<file path="src/rtl/mc_ctrl.sv">
// Multicycle IF/ID/EXE/MEM/WB control FSM for the simple MIPS core.
// Only state and the retired-instruction counter are registered; all controls decode combinationally.
module mc_ctrl #(
  parameter int CNT_W = 32
) (
  input  logic             clk,
  input  logic             reset,
  input  logic [5:0]       opcode,
  input  logic [5:0]       funct,
  input  logic             zero,
  input  logic             mem_ready,
  output logic             mem_req,
  output logic             mem_we,
  output logic             pc_we,
  output logic [1:0]       npc_sel,
  output logic             ir_we,
  output logic             reg_we,
  output logic [1:0]       reg_dst,
  output logic [1:0]       wb_sel,
  output logic             alu_src,
  output logic [1:0]       alu_op,
  output logic [2:0]       state,
  output logic             instr_done,
  output logic [CNT_W-1:0] instr_cnt
);

  localparam logic [2:0] S_IF  = 3'd0;
  localparam logic [2:0] S_ID  = 3'd1;
  localparam logic [2:0] S_EXE = 3'd2;
  localparam logic [2:0] S_MEM = 3'd3;
  localparam logic [2:0] S_WB  = 3'd4;

  localparam logic [5:0] OP_R   = 6'h00;
  localparam logic [5:0] OP_J   = 6'h02;
  localparam logic [5:0] OP_JAL = 6'h03;
  localparam logic [5:0] OP_BEQ = 6'h04;
  localparam logic [5:0] OP_ORI = 6'h0d;
  localparam logic [5:0] OP_LUI = 6'h0f;
  localparam logic [5:0] OP_LW  = 6'h23;
  localparam logic [5:0] OP_SW  = 6'h2b;
  localparam logic [5:0] FN_ADDU = 6'h21;
  localparam logic [5:0] FN_SUBU = 6'h23;
  localparam logic [5:0] FN_JR   = 6'h08;

  typedef struct packed {
    logic       mem_req;
    logic       mem_we;
    logic       pc_we;
    logic [1:0] npc_sel;
    logic       ir_we;
    logic       reg_we;
    logic [1:0] reg_dst;
    logic [1:0] wb_sel;
    logic       alu_src;
    logic [1:0] alu_op;
    logic       instr_done;
  } ctrl_t;

  logic [2:0] state_q, state_d;
  ctrl_t      c, co;

  logic is_addu, is_subu, is_jr, is_ori, is_lui, is_lw, is_sw, is_beq, is_exe;
  assign is_addu = (opcode == OP_R) && (funct == FN_ADDU);
  assign is_subu = (opcode == OP_R) && (funct == FN_SUBU);
  assign is_jr   = (opcode == OP_R) && (funct == FN_JR);
  assign is_ori  = (opcode == OP_ORI);
  assign is_lui  = (opcode == OP_LUI);
  assign is_lw   = (opcode == OP_LW);
  assign is_sw   = (opcode == OP_SW);
  assign is_beq  = (opcode == OP_BEQ);
  assign is_exe  = is_addu | is_subu | is_jr | is_ori | is_lui | is_lw | is_sw | is_beq;

  always_comb begin
    c       = '0;
    state_d = S_IF;
    case (state_q)
      S_IF: begin
        c.mem_req = 1'b1;
        state_d   = S_IF;
        if (mem_ready) begin
          c.ir_we = 1'b1;
          c.pc_we = 1'b1;
          state_d = S_ID;
        end
      end
      S_ID: begin
        if (opcode == OP_J || opcode == OP_JAL) begin
          c.pc_we      = 1'b1;
          c.npc_sel    = 2'd2;
          c.instr_done = 1'b1;
          if (opcode == OP_JAL) begin
            c.reg_we  = 1'b1;
            c.reg_dst = 2'd2;
            c.wb_sel  = 2'd2;
          end
        end else if (is_exe) begin
          state_d = S_EXE;
        end else begin
          c.instr_done = 1'b1;
        end
      end
      S_EXE: begin
        if (is_addu) begin
          state_d = S_WB;
        end else if (is_subu) begin
          c.alu_op = 2'd1;
          state_d  = S_WB;
        end else if (is_ori) begin
          c.alu_op  = 2'd2;
          c.alu_src = 1'b1;
          state_d   = S_WB;
        end else if (is_lui) begin
          c.alu_op  = 2'd3;
          c.alu_src = 1'b1;
          state_d   = S_WB;
        end else if (is_lw || is_sw) begin
          c.alu_src = 1'b1;
          state_d   = S_MEM;
        end else if (is_beq) begin
          c.alu_op     = 2'd1;
          c.pc_we      = zero;
          c.npc_sel    = 2'd1;
          c.instr_done = 1'b1;
        end else if (is_jr) begin
          c.pc_we      = 1'b1;
          c.npc_sel    = 2'd3;
          c.instr_done = 1'b1;
        end
      end
      S_MEM: begin
        // Address stays on the ALU for the whole wait so memory sees a stable request.
        c.mem_req = 1'b1;
        c.mem_we  = is_sw;
        c.alu_src = 1'b1;
        state_d   = S_MEM;
        if (mem_ready) begin
          if (is_lw) begin
            state_d = S_WB;
          end else begin
            c.instr_done = is_sw;
            state_d      = S_IF;
          end
        end
      end
      S_WB: begin
        c.reg_we     = 1'b1;
        c.instr_done = 1'b1;
        if (opcode == OP_R) c.reg_dst = 2'd1;
        else if (is_lw)     c.wb_sel  = 2'd1;
      end
      default: state_d = S_IF;
    endcase
  end

  assign co = reset ? '0 : c;

  assign mem_req    = co.mem_req;
  assign mem_we     = co.mem_we;
  assign pc_we      = co.pc_we;
  assign npc_sel    = co.npc_sel;
  assign ir_we      = co.ir_we;
  assign reg_we     = co.reg_we;
  assign reg_dst    = co.reg_dst;
  assign wb_sel     = co.wb_sel;
  assign alu_src    = co.alu_src;
  assign alu_op     = co.alu_op;
  assign instr_done = co.instr_done;
  assign state      = state_q;

  always_ff @(posedge clk) begin
    if (reset) begin
      state_q   <= S_IF;
      instr_cnt <= '0;
    end else begin
      state_q <= state_d;
      if (co.instr_done) instr_cnt <= instr_cnt + 1'b1;
    end
  end

endmodule
</file>
<file path="config.mk">
export PLATFORM = sky130hd
export DESIGN_NAME = mc_ctrl
export DESIGN_NICKNAME = d
export VERILOG_FILES = /design/src/rtl/mc_ctrl.sv
export SDC_FILE = /design/constraint.sdc
export NUM_CORES = 1
export LEC_CHECK = 0
export ABC_CLOCK_PERIOD_IN_PS = 6800
export CORE_UTILIZATION = 53
export CTS_CLUSTER_SIZE = 40
export DETAILED_ROUTE_END_ITERATION = 8
export PLACE_DENSITY_LB_ADDON = 0.15
export SYNTH_ARGS = -nofsm -noshare
export SYNTH_HDL_FRONTEND = slang
export SYNTH_SLANG_ARGS = --single-unit
</file>
<file path="constraint.sdc">
create_clock -name clk -period 6.8 [get_ports clk]
set_input_delay 1.36 -clock clk [delete_from_list [all_inputs] [get_ports clk]]
set_output_delay 1.36 -clock clk [all_outputs]
set_load 0.05 [all_outputs]
</file>
# == Yosys cells after proc, flatten, opt, wreduce, memory -nomap -nowiden ==
# Index checks and enable logic that the tools add are counted.
# totals
n_memories,0
inputBits,16
register_bits,35
mem_bits_rw,0
rom_bits,0
latch_bits,0
out_inout_bits,50
word_cells,84
# op_classes
n_mul,0
n_eq_ne,14
n_shift,0
n_div,0
n_bitwise,7
n_lt_le_gt_ge,0
add_sub_neg,1
n_reduce_logical,8
muxes,52
# op_table
cell,count
$mux W3,16
$add A32 B1 Y32 const B,1
$eq A6 B6 Y1 const B,4
$mux W1,20
$eq A6 B4 Y1 const B,3
$mux W15,1
$eq A6 B2 Y1 const B,2
$mux W2,6
$pmux W3 S4,1
$mux W5,2
$pmux W5 S2,1
$or A1 B1 Y1,7
$eq A3 B2 Y1 const B,2
$eq A6 B3 Y1 const B,1
$logic_not A6 Y1,1
$mux W4,1
$pmux W1 S4,1
$pmux W2 S2,1
$eq A3 B1 Y1 const B,1
$eq A3 B3 Y1 const B,1
$logic_and A1 B1 Y1,3
$logic_not A3 Y1,1
$pmux W1 S3,1
$logic_or A1 B1 Y1,2
other kinds (2),2

# == Longest topological paths before layout ==
# logic_depth
ltp_word,13
depth_mapped,8
mapped_depth_nobuf,6

# == Worst setup path after synthesis ==
# Ideal clock, no wire load.
# synth_path
kind,input -> output
startpoint,in opcode[3]
endpoint,out npc_sel[0]
cell_stages,4
setup_slack_ns,1.718
t_arrival_ns,3.722
t_required_ns,5.440
n_path_buf,1
path_cell_list,or3_1 or3_1 buf_2 nor4_1
# synth_via
elab_chain_cells,11
elab_cells_between_ends,19
classes_between,eq/ne: 5; mux: 9; reduce/logical: 5
# synth_lines
item,line_no,source
start: declaration,8,"input logic [5:0] opcode,"
$logic_not A6 Y1,"63, 64, 65",
$logic_and A1 B1 Y1,65,assign is_jr = (opcode == OP_R) && (funct == FN_JR);
$mux W3,124,end else if (is_jr) begin
$mux W3,119,end else if (is_beq) begin
$mux W3,116,end else if (is_lw || is_sw) begin
$mux W3,112,end else if (is_lui) begin
$mux W3,108,end else if (is_ori) begin
$mux W3,105,end else if (is_subu) begin
$mux W3 *,103,if (is_addu) begin
$pmux W2 S2 *,76,case (state_q)
$mux W15 *,155,assign co = reset ? '0 : c;
end: declaration,15,"output logic [1:0] npc_sel,"
# Every way passes the cells marked *; elsewhere a longest branch is shown, timed or not.

# == Worst setup path after layout ==
# layout_path
startpoint,in opcode[3]
endpoint,out pc_we
# layout_via
elab_chain_cells,11
elab_cells_between_ends,23
classes_between,eq/ne: 7; mux: 10; reduce/logical: 6
# layout_lines
item,line_no,source
$logic_not A6 Y1,"63, 64, 65",
$logic_and A1 B1 Y1,65,
$mux W3,124,
$mux W3,119,
$mux W3,116,
$mux W3,112,
$mux W3,108,
$mux W3,105,
$mux W3,103,
$pmux W1 S3 *,76,
$mux W15 *,155,
end: declaration,14,"output logic pc_we,"
# Marked as above.

==> reports/results.ini <==
[status]
outcome = finished clean

[finish]
final_cell_mix = clkdlybuf4s50_1 (64), nor2_1 (47), dfxtp_1 (35)
drive_above_1_share_pct = 14.2
antennaDiodeCount = 0
nNetsFinal = 382
final_common_cell = clkdlybuf4s50_1
area_growth_pct = 29.6
n_fill_cell = 366

[clock_network]
ctsResizeCount = 0
cts_buffer_depth = 2
cts-hold-fix-buffers = 0
clk_latency_ps = 290
clockRootBuffer = clkbuf_8
path_clk_slew_ps = 70
numCtsBuffers = 5
cts_tree = built
cts_setup_buffers = 0
htree_levels = 2
cts_sinks = 35

[synth]
synthArstFlopShare_pct = 0
synth.avg_cell_area_um2 = 8.06
ys_warn_count = 0
synth_top_family_by_area = simple AND/OR/NAND/NOR gates
yosys.area_share.simple_pct = 35.7
synth-xor-area-share_pct = 0
synth_fa_ha_area_share_pct = 0.504
synth_cell_types = 51
synth-compound-area-share_pct = 16.3
yosys-mux-area-fraction_pct = 14.8
syn_area_um2 = 2480
synth_edf_count = 0
syn_inst = 308
yosys_most_used_dff = dfxtp_1
synth-seq-area-share_pct = 28.2
syn-num-nets = 325
synth_seq_cells = 35

[global_routing]
grt-ovfl-total = 0
grt_max_degree = 66
grt_pass1_vias = 2256
antenna_found_initial = 0
grt_pass1_wl_mm = 10.1
track_usage_pct = 25.1

[power_and_ir_drop]
p_leak_nw = 1.08
p_per_area_nw_per_um2 = 125
p_total_w = 0.000401
ir_worst_vdd_mv = 0.122

[timing]
fin_tns_setup_ps = 0
worstMarginPinSlew_ps = 1070
final-hold-violation-count = 0
slew_violations = 0
setup_viol = 0
fin_crit_sh_pct = 86.4
slew_headroom_pct = 28.7
fin_skew_ps = 10.3
fmax_ghz = 0.170
grt_setup_unrepaired = no
fin_crit_ps = 5880

[die]
start_util_pct = 56.2
design.die.area_um2 = 4960
ios = 66
rows = 24
chipWidth_um = 70.4
die_h_um = 70.4
core_um2 = 4410

[worst_setup_path]
endpoint_kind = primary output
cp_max_fo = 8
cp-start-kind = input pin
cp_cell_sequence = clkdlybuf4s50_1 > or3_1 > or3_1 > or3_4 > and3b_1 > a311oi_1 > a211oi_1 > clkdlybuf4s50_1
crit_required_ps = 5440
arrival_ps = 4520
critPathMaxStageDelay_ps = 720
cpMaxStageDelayCell = clkdlybuf4s50_1
critical_path_class = input pin to primary output

[job]
cap_violations = 0

[placement]
portBuffers = 65
hpwl_mm = 4.18
gp_congestion = 0.909

[drt]
routed_via_density = 5.86
wl_mm = 5.90
ant_nets = 0
routedWlPerCell_um = 14.1
drtIter0Drc = 179
vias = 2450
drc_errors = 0
dr.pass1.iters = 4

[min_path]
hold_path.class = register to register

-- layer usage --
metal	vias up	track usage (%)	share of wire [%]
met2	72	42.5	48
met4	0	8.22	1.6
met3	11	5.34	4.9
li1	1223	-	-
met1	1144	31.5	46
met5	-	0	0
-- cell usage after synthesis (2+ instances only) --
cell type / n / area, µm²
nand3b_1: 3 / 22.5
nand4_1: 3 / 18.8
nor2_1: 47 / 176
nor3_1: 8 / 40.0
buf_2: 3 / 15.0
a211oi_1: 12 / 90.1
mux2i_1: 4 / 40.0
nand2_1: 27 / 101
dfxtp_1: 35 / 701
nand2b_1: 7 / 43.8
nor2b_1: 27 / 169
buf_4: 2 / 15.0
or3_1: 5 / 31.3
a2111oi_2: 5 / 75.1
clkbuf_1: 12 / 45.0
a21oi_1: 16 / 80.1
inv_1: 7 / 26.3
nor4b_1: 2 / 17.5
mux2_1: 6 / 67.6
a2111oi_0: 4 / 35.0
mux2_2: 23 / 259
nor4_1: 6 / 37.5
or2_2: 2 / 12.5
and4_1: 2 / 17.5
nand3_1: 12 / 60.1
and3_1: 3 / 18.8
-- worst paths after layout --
kind                                   from                          to  slack, ps  depth (start not counted)
setup / recovery                  opcode[3]                       pc_we        920                          8
hold / removal    instr_cnt[0]$_SDFFE_PP0P_   instr_cnt[0]$_SDFFE_PP0P_        530                          1
setup reg to reg        state[0]$_SDFF_PP0_  instr_cnt[29]$_SDFFE_PP0P_       3880                          7
hold reg to reg   instr_cnt[0]$_SDFFE_PP0P_   instr_cnt[0]$_SDFFE_PP0P_        530                          1
-- critical path: cells and delay by family --
kind | cells | cell delay, ps
buffers and inverters | 2 | 1220
AOI/OAI and AO/OA | 2 | 350
and+or+nand+nor | 4 | 1570
-- metrics by stage --
step | cells | area, µm² | util, % | hold slack, ps | worst slack, ps
CTS | 418 | 3220 | 72.9 | 536 | 934
floorplan | 308 | 2480 | - | 724 | 1720
detailed placement | 410 | 3140 | 71.0 | 512 | 951
finish | 418 | 3220 | 72.9 | 535 | 925
global route | 418 | 3220 | 72.9 | 594 | 788
global placement | 410 | 3140 | 71.0 | 499 | 968
-- final cells by class --
type | count | area, µm² | share of cell area (%)
Sequential cell | 35 | 701 | 21.8
Tap cell | 52 | 65.1 | 2.02
Multi-Input combinational cell | 248 | 1680 | 52.1
Timing Repair Buffer | 68 | 668 | 20.8
Inverter | 7 | 26.3 | 0.817
Clock buffer | 7 | 76.3 | 2.37
Clock inverter | 1 | 5.00 | 0.156
-- cells by family after synthesis --
| group | count (synthesis) |
|---|---|
| multiplexers | 33 |
| AO/OA/AOI/OAI | 49 |
| adder cells (fa/ha/maj) | 1 |
| flip-flops | 35 |
| buffers and inverters | 25 |
| AND/OR/NAND/NOR | 165 |
-- flip-flops by register name, summed over array words and instances (netlist names) --
| register | cells |
|---|---|
| state | 3 |
| instr_cnt | 32 |
-- power breakdown --
group          total (W)  internal (W)  switching, W
logic          0.0000487     0.0000184     0.0000303
registers       0.000207      0.000205    0.00000189
clock network   0.000145     0.0000718     0.0000731
total           0.000401      0.000296      0.000105
(Power assumes the default switching activity.)
